===== config.mk =====
export PLATFORM = sky130hd
export DESIGN_NAME = apb_node_decoder
export DESIGN_NICKNAME = d
export VERILOG_FILES = /design/src/rtl/apb_node_decoder.sv
export SDC_FILE = /design/constraint.sdc
export NUM_CORES = 1
export LEC_CHECK = 0
export CAP_MARGIN = 20
export CORE_AREA = 2 2 274 276
export CTS_BUF_LIST = sky130_fd_sc_hd__clkbuf_16
export DETAILED_ROUTE_END_ITERATION = 12
export DIE_AREA = 0 0 276 278
export GPL_TIMING_DRIVEN = 0
export PLACE_DENSITY = 0.34
export SLEW_MARGIN = 20
export SYNTH_ARGS = -nofsm -noshare
export SYNTH_HDL_FRONTEND = slang
export SYNTH_SLANG_ARGS = --single-unit

===== constraint.sdc =====
create_clock -name clk -period 2.3 [get_ports clk]
set_clock_uncertainty 0.2 [all_clocks]
set_input_delay 0.46 -clock clk [delete_from_list [all_inputs] [get_ports clk]]
set_output_delay 0.46 -clock clk [all_outputs]
set_load 0.05 [all_outputs]

===== src/rtl/apb_node_decoder.sv =====
// APB 1-to-N node with parameter address map, decode-error response and access watchdog.
// Every upstream and downstream output is driven from a register.

module apb_node_decoder #(
    parameter int                       NB_SLV     = 14,
    parameter int                       ADDR_W     = 32,
    parameter int                       DATA_W     = 32,
    parameter logic [NB_SLV*ADDR_W-1:0] START_ADDR = '0,
    parameter logic [NB_SLV*ADDR_W-1:0] END_ADDR   = '0,
    parameter int                       TIMEOUT    = 255,
    parameter logic [DATA_W-1:0]        ERR_DATA   = DATA_W'(32'hBADA_CCE5)
) (
    input  logic                     clk,
    input  logic                     rst,
    input  logic [ADDR_W-1:0]        s_paddr,
    input  logic [DATA_W-1:0]        s_pwdata,
    input  logic                     s_pwrite,
    input  logic                     s_psel,
    input  logic                     s_penable,
    output logic [DATA_W-1:0]        s_prdata,
    output logic                     s_pready,
    output logic                     s_pslverr,
    output logic [ADDR_W-1:0]        m_paddr,
    output logic [DATA_W-1:0]        m_pwdata,
    output logic                     m_pwrite,
    output logic [NB_SLV-1:0]        m_psel,
    output logic                     m_penable,
    input  logic [NB_SLV*DATA_W-1:0] m_prdata,
    input  logic [NB_SLV-1:0]        m_pready,
    input  logic [NB_SLV-1:0]        m_pslverr,
    output logic                     err_o,
    output logic [1:0]               err_code_o,
    output logic [ADDR_W-1:0]        err_addr_o
);

    // state  | meaning
    // IDLE   | waiting for s_psel; latches request and decodes
    // SETUP  | m_psel[idx]=1, m_penable=0
    // ACCESS | m_penable=1, waiting on m_pready[idx] or watchdog
    // RESP   | one-cycle s_pready to upstream, downstream released
    typedef enum logic [1:0] {IDLE, SETUP, ACCESS, RESP} state_t;

    localparam int IDX_W = (NB_SLV > 1) ? $clog2(NB_SLV) : 1;
    localparam int WD_W  = (TIMEOUT > 1) ? $clog2(TIMEOUT) : 1;
    localparam logic [WD_W-1:0] WD_LAST = WD_W'((TIMEOUT > 0) ? TIMEOUT - 1 : 0);

    localparam logic [1:0] CODE_MISS    = 2'b01;
    localparam logic [1:0] CODE_TIMEOUT = 2'b10;
    localparam logic [1:0] CODE_SLVERR  = 2'b11;

    state_t              state_q, state_d;
    logic [IDX_W-1:0]    idx_q, idx_d;
    logic [WD_W-1:0]     wd_cnt_q, wd_cnt_d;

    logic [ADDR_W-1:0]   paddr_d;
    logic [DATA_W-1:0]   pwdata_d;
    logic                pwrite_d;
    logic [NB_SLV-1:0]   psel_d;
    logic                penable_d;
    logic [DATA_W-1:0]   prdata_d;
    logic                pready_d;
    logic                pslverr_d;
    logic                err_d;
    logic [1:0]          err_code_d;
    logic [ADDR_W-1:0]   err_addr_d;

    logic                hit;
    logic [IDX_W-1:0]    hit_idx;
    logic [DATA_W-1:0]   sel_rdata;
    logic                sel_ready;
    logic                sel_err;
    logic                wd_expire;

    // Upstream enable carries no information for this node; requests start on s_psel alone.
    logic unused_penable;
    assign unused_penable = s_penable;

    // Scan downwards so the lowest matching index is the one left standing.
    always_comb begin
        hit     = 1'b0;
        hit_idx = '0;
        for (int i = NB_SLV - 1; i >= 0; i--) begin
            if ((s_paddr >= START_ADDR[i*ADDR_W +: ADDR_W]) &&
                (s_paddr <= END_ADDR[i*ADDR_W +: ADDR_W])) begin
                hit     = 1'b1;
                hit_idx = IDX_W'(i);
            end
        end
    end

    always_comb begin
        sel_rdata = '0;
        sel_ready = 1'b0;
        sel_err   = 1'b0;
        for (int i = 0; i < NB_SLV; i++) begin
            if (idx_q == IDX_W'(i)) begin
                sel_rdata = m_prdata[i*DATA_W +: DATA_W];
                sel_ready = m_pready[i];
                sel_err   = m_pslverr[i];
            end
        end
    end

    assign wd_expire = (TIMEOUT != 0) && (wd_cnt_q == WD_LAST);

    always_comb begin
        state_d    = state_q;
        idx_d      = idx_q;
        wd_cnt_d   = wd_cnt_q;
        paddr_d    = m_paddr;
        pwdata_d   = m_pwdata;
        pwrite_d   = m_pwrite;
        psel_d     = m_psel;
        penable_d  = m_penable;
        prdata_d   = s_prdata;
        pready_d   = s_pready;
        pslverr_d  = s_pslverr;
        err_d      = err_o;
        err_code_d = err_code_o;
        err_addr_d = err_addr_o;

        case (state_q)
            IDLE: begin
                if (s_psel) begin
                    paddr_d  = s_paddr;
                    pwdata_d = s_pwdata;
                    pwrite_d = s_pwrite;
                    if (hit) begin
                        idx_d   = hit_idx;
                        state_d = SETUP;
                        for (int i = 0; i < NB_SLV; i++) begin
                            psel_d[i] = (hit_idx == IDX_W'(i));
                        end
                    end else begin
                        state_d    = RESP;
                        prdata_d   = ERR_DATA;
                        pready_d   = 1'b1;
                        pslverr_d  = 1'b1;
                        err_d      = 1'b1;
                        err_code_d = CODE_MISS;
                        err_addr_d = s_paddr;
                    end
                end
            end

            SETUP: begin
                penable_d = 1'b1;
                wd_cnt_d  = '0;
                state_d   = ACCESS;
            end

            ACCESS: begin
                // A ready arriving in the final watchdog cycle still completes normally.
                if (sel_ready) begin
                    state_d   = RESP;
                    psel_d    = '0;
                    penable_d = 1'b0;
                    prdata_d  = sel_rdata;
                    pready_d  = 1'b1;
                    pslverr_d = sel_err;
                    if (sel_err) begin
                        err_d      = 1'b1;
                        err_code_d = CODE_SLVERR;
                        err_addr_d = m_paddr;
                    end
                end else if (wd_expire) begin
                    state_d    = RESP;
                    psel_d     = '0;
                    penable_d  = 1'b0;
                    prdata_d   = ERR_DATA;
                    pready_d   = 1'b1;
                    pslverr_d  = 1'b1;
                    err_d      = 1'b1;
                    err_code_d = CODE_TIMEOUT;
                    err_addr_d = m_paddr;
                end else begin
                    wd_cnt_d = wd_cnt_q + WD_W'(1);
                end
            end

            RESP: begin
                pready_d  = 1'b0;
                pslverr_d = 1'b0;
                err_d     = 1'b0;
                state_d   = IDLE;
            end

            default: state_d = IDLE;
        endcase
    end

    always_ff @(posedge clk) begin
        if (rst) begin
            state_q <= IDLE;
        end else begin
            state_q <= state_d;
        end
    end

    always_ff @(posedge clk) begin
        if (rst) begin
            idx_q      <= '0;
            wd_cnt_q   <= '0;
            m_paddr    <= '0;
            m_pwdata   <= '0;
            m_pwrite   <= 1'b0;
            m_psel     <= '0;
            m_penable  <= 1'b0;
            s_prdata   <= '0;
            s_pready   <= 1'b0;
            s_pslverr  <= 1'b0;
            err_o      <= 1'b0;
            err_code_o <= '0;
            err_addr_o <= '0;
        end else begin
            idx_q      <= idx_d;
            wd_cnt_q   <= wd_cnt_d;
            m_paddr    <= paddr_d;
            m_pwdata   <= pwdata_d;
            m_pwrite   <= pwrite_d;
            m_psel     <= psel_d;
            m_penable  <= penable_d;
            s_prdata   <= prdata_d;
            s_pready   <= pready_d;
            s_pslverr  <= pslverr_d;
            err_o      <= err_d;
            err_code_o <= err_code_d;
            err_addr_o <= err_addr_d;
        end
    end

endmodule


==> metrics <==
status=complete, but fails checks; violated checks=design-rule violations; final setup violating endpoints=0; Final Slew Violations=0; fraction of registers with async set/reset=0%; hold path start=s_paddr[11]; crit-path max FO=2; Synth area leaders=dfxtp_1 (47%), a21oi_1 (11%), nand2_1 (8.7%); flop2flop setup slack=0.13 ns; die area=0.0767 sq mm; crit share post-route=97.7%; final worst slack=0.0523 ns; CTS root buf=clkbuf_16; drt drc=18; setup TNS=0 ns; Pwr per Cell Area=1260 mW/mm^2; Final Hold Vio Count=0; placed insts=1932; Slowest-stage cell, CP=clkdlybuf4s50_1; Final ANT Viol Nets=0; TritonCTS clock tree=built; synthesized flop and latch total=146; TritonCTS Buffers=17; Detailed Routing Iterations Pass 1=8; Synth Warn #=0; clk sinks=146; post-DP HPWL=28000 um; Mapped Cells=715; Static Leak=0.00435 uW; largest net degree at the start of global routing=17; Max IR drop VDD=about 0.0006 V; initial antenna violation count=17; Final GP Congestion=0.717; worst-case headroom to the max-slew limit=between 40% and 50%; Multi-input gate area=about 0.0031 sq mm; first-pass GRT wire length=between 40000 and 50000 um; Layout fillers=8458; startpoint class of the critical path=flip-flop; share of the synthesized area in the top cell type=46.7%; core box area=0.0738 sq mm; hold-critical path depth=3; I/O pin count=694; Clock Tree Buf Depth=2; Worst Setup End Kind=output pin; area leader, netlist=dfxtp_1; crit-path max cell delay=roughly 0.82 ns; Min Hold Slack=0.132 ns; Starting Density=8.48%; row cnt=100; slew of the pin with the lowest slew margin=between 0.8 and 0.9 ns; RSZ-0062 raised after global routing=no; RR Endpoint=err_addr_o[3]; critical path cell sequence=clkdlybuf4s50_1; WP buf/inv=1; vias in the first global route=6271; Max-Cap Viols=0; register area share after synthesis=46.7%; Hold Path Sink=m_paddr[11]; Synth Cell Area=0.00626 sq mm; Vias per Instance=3.16; Synth Flop Type=dfxtp_1; Final nets=1542; Place WS=-1.33 ns; final WL=between 30000 and 40000 um; Avg WL per Cell=17.3 um; Mean Syn Cell Area=8.75 sq um; Global Route Usage Sum=under 10%; critical path required time=1.64 ns; Die H=278 um; sequential cell area=around 0.0029 sq mm; die span in x=between 200 and 300 um; critical path's top delay family=buffers and inverters; Iteration-0 DRC Markers=278; Vias=6249; kind of critical path=flip-flop to output pin; Period minus WS final=2.25 ns; Area Overhead vs Synth=69.8%; clock transition at the registers of the reported paths=0.07 ns; startpoint of the worst register-to-register path=state_q[0]; Worst EP arrival=1.59 ns; GRT overflow=0; R2R cell count=6; hold crit path type=input port to flip-flop; final std cells w/o fill=1978; clock latency on the worst-skew pair=0.44 ns; layout cells sized above 1=between 15 and 20%; achievable frequency=between 400 and 500 MHz; H-tree Lvls=4; number of synthesized flops with an enable pin=0; Cell variety after synth=45; I/O Buffers=236
## layout by cell type, fill, tap and decap left out, types with 3 or more instances in the layout
master / Yosys / layout
nand2_1: 145 / 143
a21oi_1: 134 / 133
a211oi_2: 30 / 30
buf_6: 7 / 6
mux2i_1: 35 / 35
clkbuf_2: 1 / 15
and2_1: 4 / 4
dlygate4sd2_1: 0 / 124
o21ai_0: 16 / 16
dlymetal6s2s_1: 0 / 30
clkbuf_1: 34 / 17
xnor2_1: 6 / 6
clkbuf_16: 0 / 17
buf_2: 8 / 11
ha_1: 7 / 5
clkinvlp_4: 0 / 5
clkdlybuf4s50_1: 0 / 82
inv_1: 7 / 8
nand4_1: 14 / 14
nand3_1: 6 / 5
conb_1: 1 / 13
a211oi_1: 26 / 26
clkinv_2: 0 / 3
nor4_4: 0 / 4
dfxtp_1: 146 / 144
nor2_1: 27 / 26
clkinv_1: 2 / 5
buf_12: 0 / 3
diode_2: 0 / 6
clkbuf_4: 0 / 4
nor4_2: 0 / 4
buf_4: 15 / 21
## cell families after synthesis
logic type,count (synthesis),share of synthesized area (%)
xor+xnor,6,0.840
fa+ha+maj,7,1.40
compound gates,223,23.7
other cells,1,0.0599
buf+inv,80,6.72
flops,146,46.7
simple gates,217,15.0
mux,35,5.60
## layout make-up
type                       instances  share of cell area (%)
multi-input combinational        501                    29.2
sequential                       146                    27.5
timing repair buffer             244                    22.3
tap                              969                    11.4
buffer                            71                    4.27
clock buffer                      17                    4.00
clock inverter                    15                   0.883
inverter                           9                   0.318
antenna                            6                   0.141
## report_power, final
group          internal, uW  switching [uW]
combinational          2190            4980
sequential             3200             418
clock                  1360            1220
total                  6750            6620
## per-stage QoR
step,util (%),power (uW),cell area (sq um)
after floorplan,-,8250,6300
final,14.4,13400,10600
after global placement,13.4,11000,9880
after detailed placement,13.4,11000,9880
after CTS,14.2,13600,10500
after global routing,14.4,14200,10600
## tightest hold or removal path: stages
cell	delay (ns)
dlymetal6s2s_1	0.15
nand2_1	0.07
a21oi_1	0.05
## worst max-delay path by stage
stage / from / to / slack, ns / depth (start not counted)
global route: m_pwdata[21] / m_pwdata[21] / 0.001 / 1
floorplan: state_q[0] / err_addr_o[20] / 0.26 / 8
global placement: s_paddr[31] / s_prdata[21] / -1.27 / 8
CTS: m_pwdata[29] / m_pwdata[29] / 0.0008 / 1
finish: m_pwdata[2] / m_pwdata[2] / 0.05 / 1
detailed placement: s_paddr[31] / s_prdata[21] / -1.33 / 8
## per-layer routing
metal | vias up | wire length [um] | global-route usage (%)
met5 | - | 118 | 0
met4 | 18 | 935 | 3.71
met3 | 46 | 3170 | 3.84
met2 | 178 | 15200 | 13.5
met1 | 2962 | 14800 | 10.9
li1 | 3045 | - | -
## cell usage after synthesis (3+ instances only)
cell type / n
xnor2_1: 6
nand4_1: 14
o21ai_0: 16
mux2i_1: 35
nor4_1: 8
nor2_1: 27
ha_1: 7
a211oi_1: 26
buf_2: 8
a2111oi_0: 3
a211oi_2: 30
nand2_1: 145
nand3_1: 6
clkbuf_1: 34
and2_1: 4
inv_1: 7
dfxtp_1: 146
buf_1: 6
buf_4: 15
buf_6: 7
a21oi_1: 134
## flip-flops by register name, summed over array words and instances, names as in the netlist
signal / flops
err_addr_o: 32
err_code_o: 2
err_o: 1
m_paddr: 32
m_penable: 1
m_psel: 1
m_pwdata: 32
m_pwrite: 1
s_prdata: 32
s_pready: 1
s_pslverr: 1
state_q: 2
wd_cnt_q: 8
## timing repair
item                                    in CTS  in global routing
hold buffers                                 0                  0
setup buffers                                8                  0
pin swaps                                   11                 10
resized for setup                          173                 52
endpoints found under the setup margin     236                134
No activity file was read; power rests on OpenSTA's default activity.
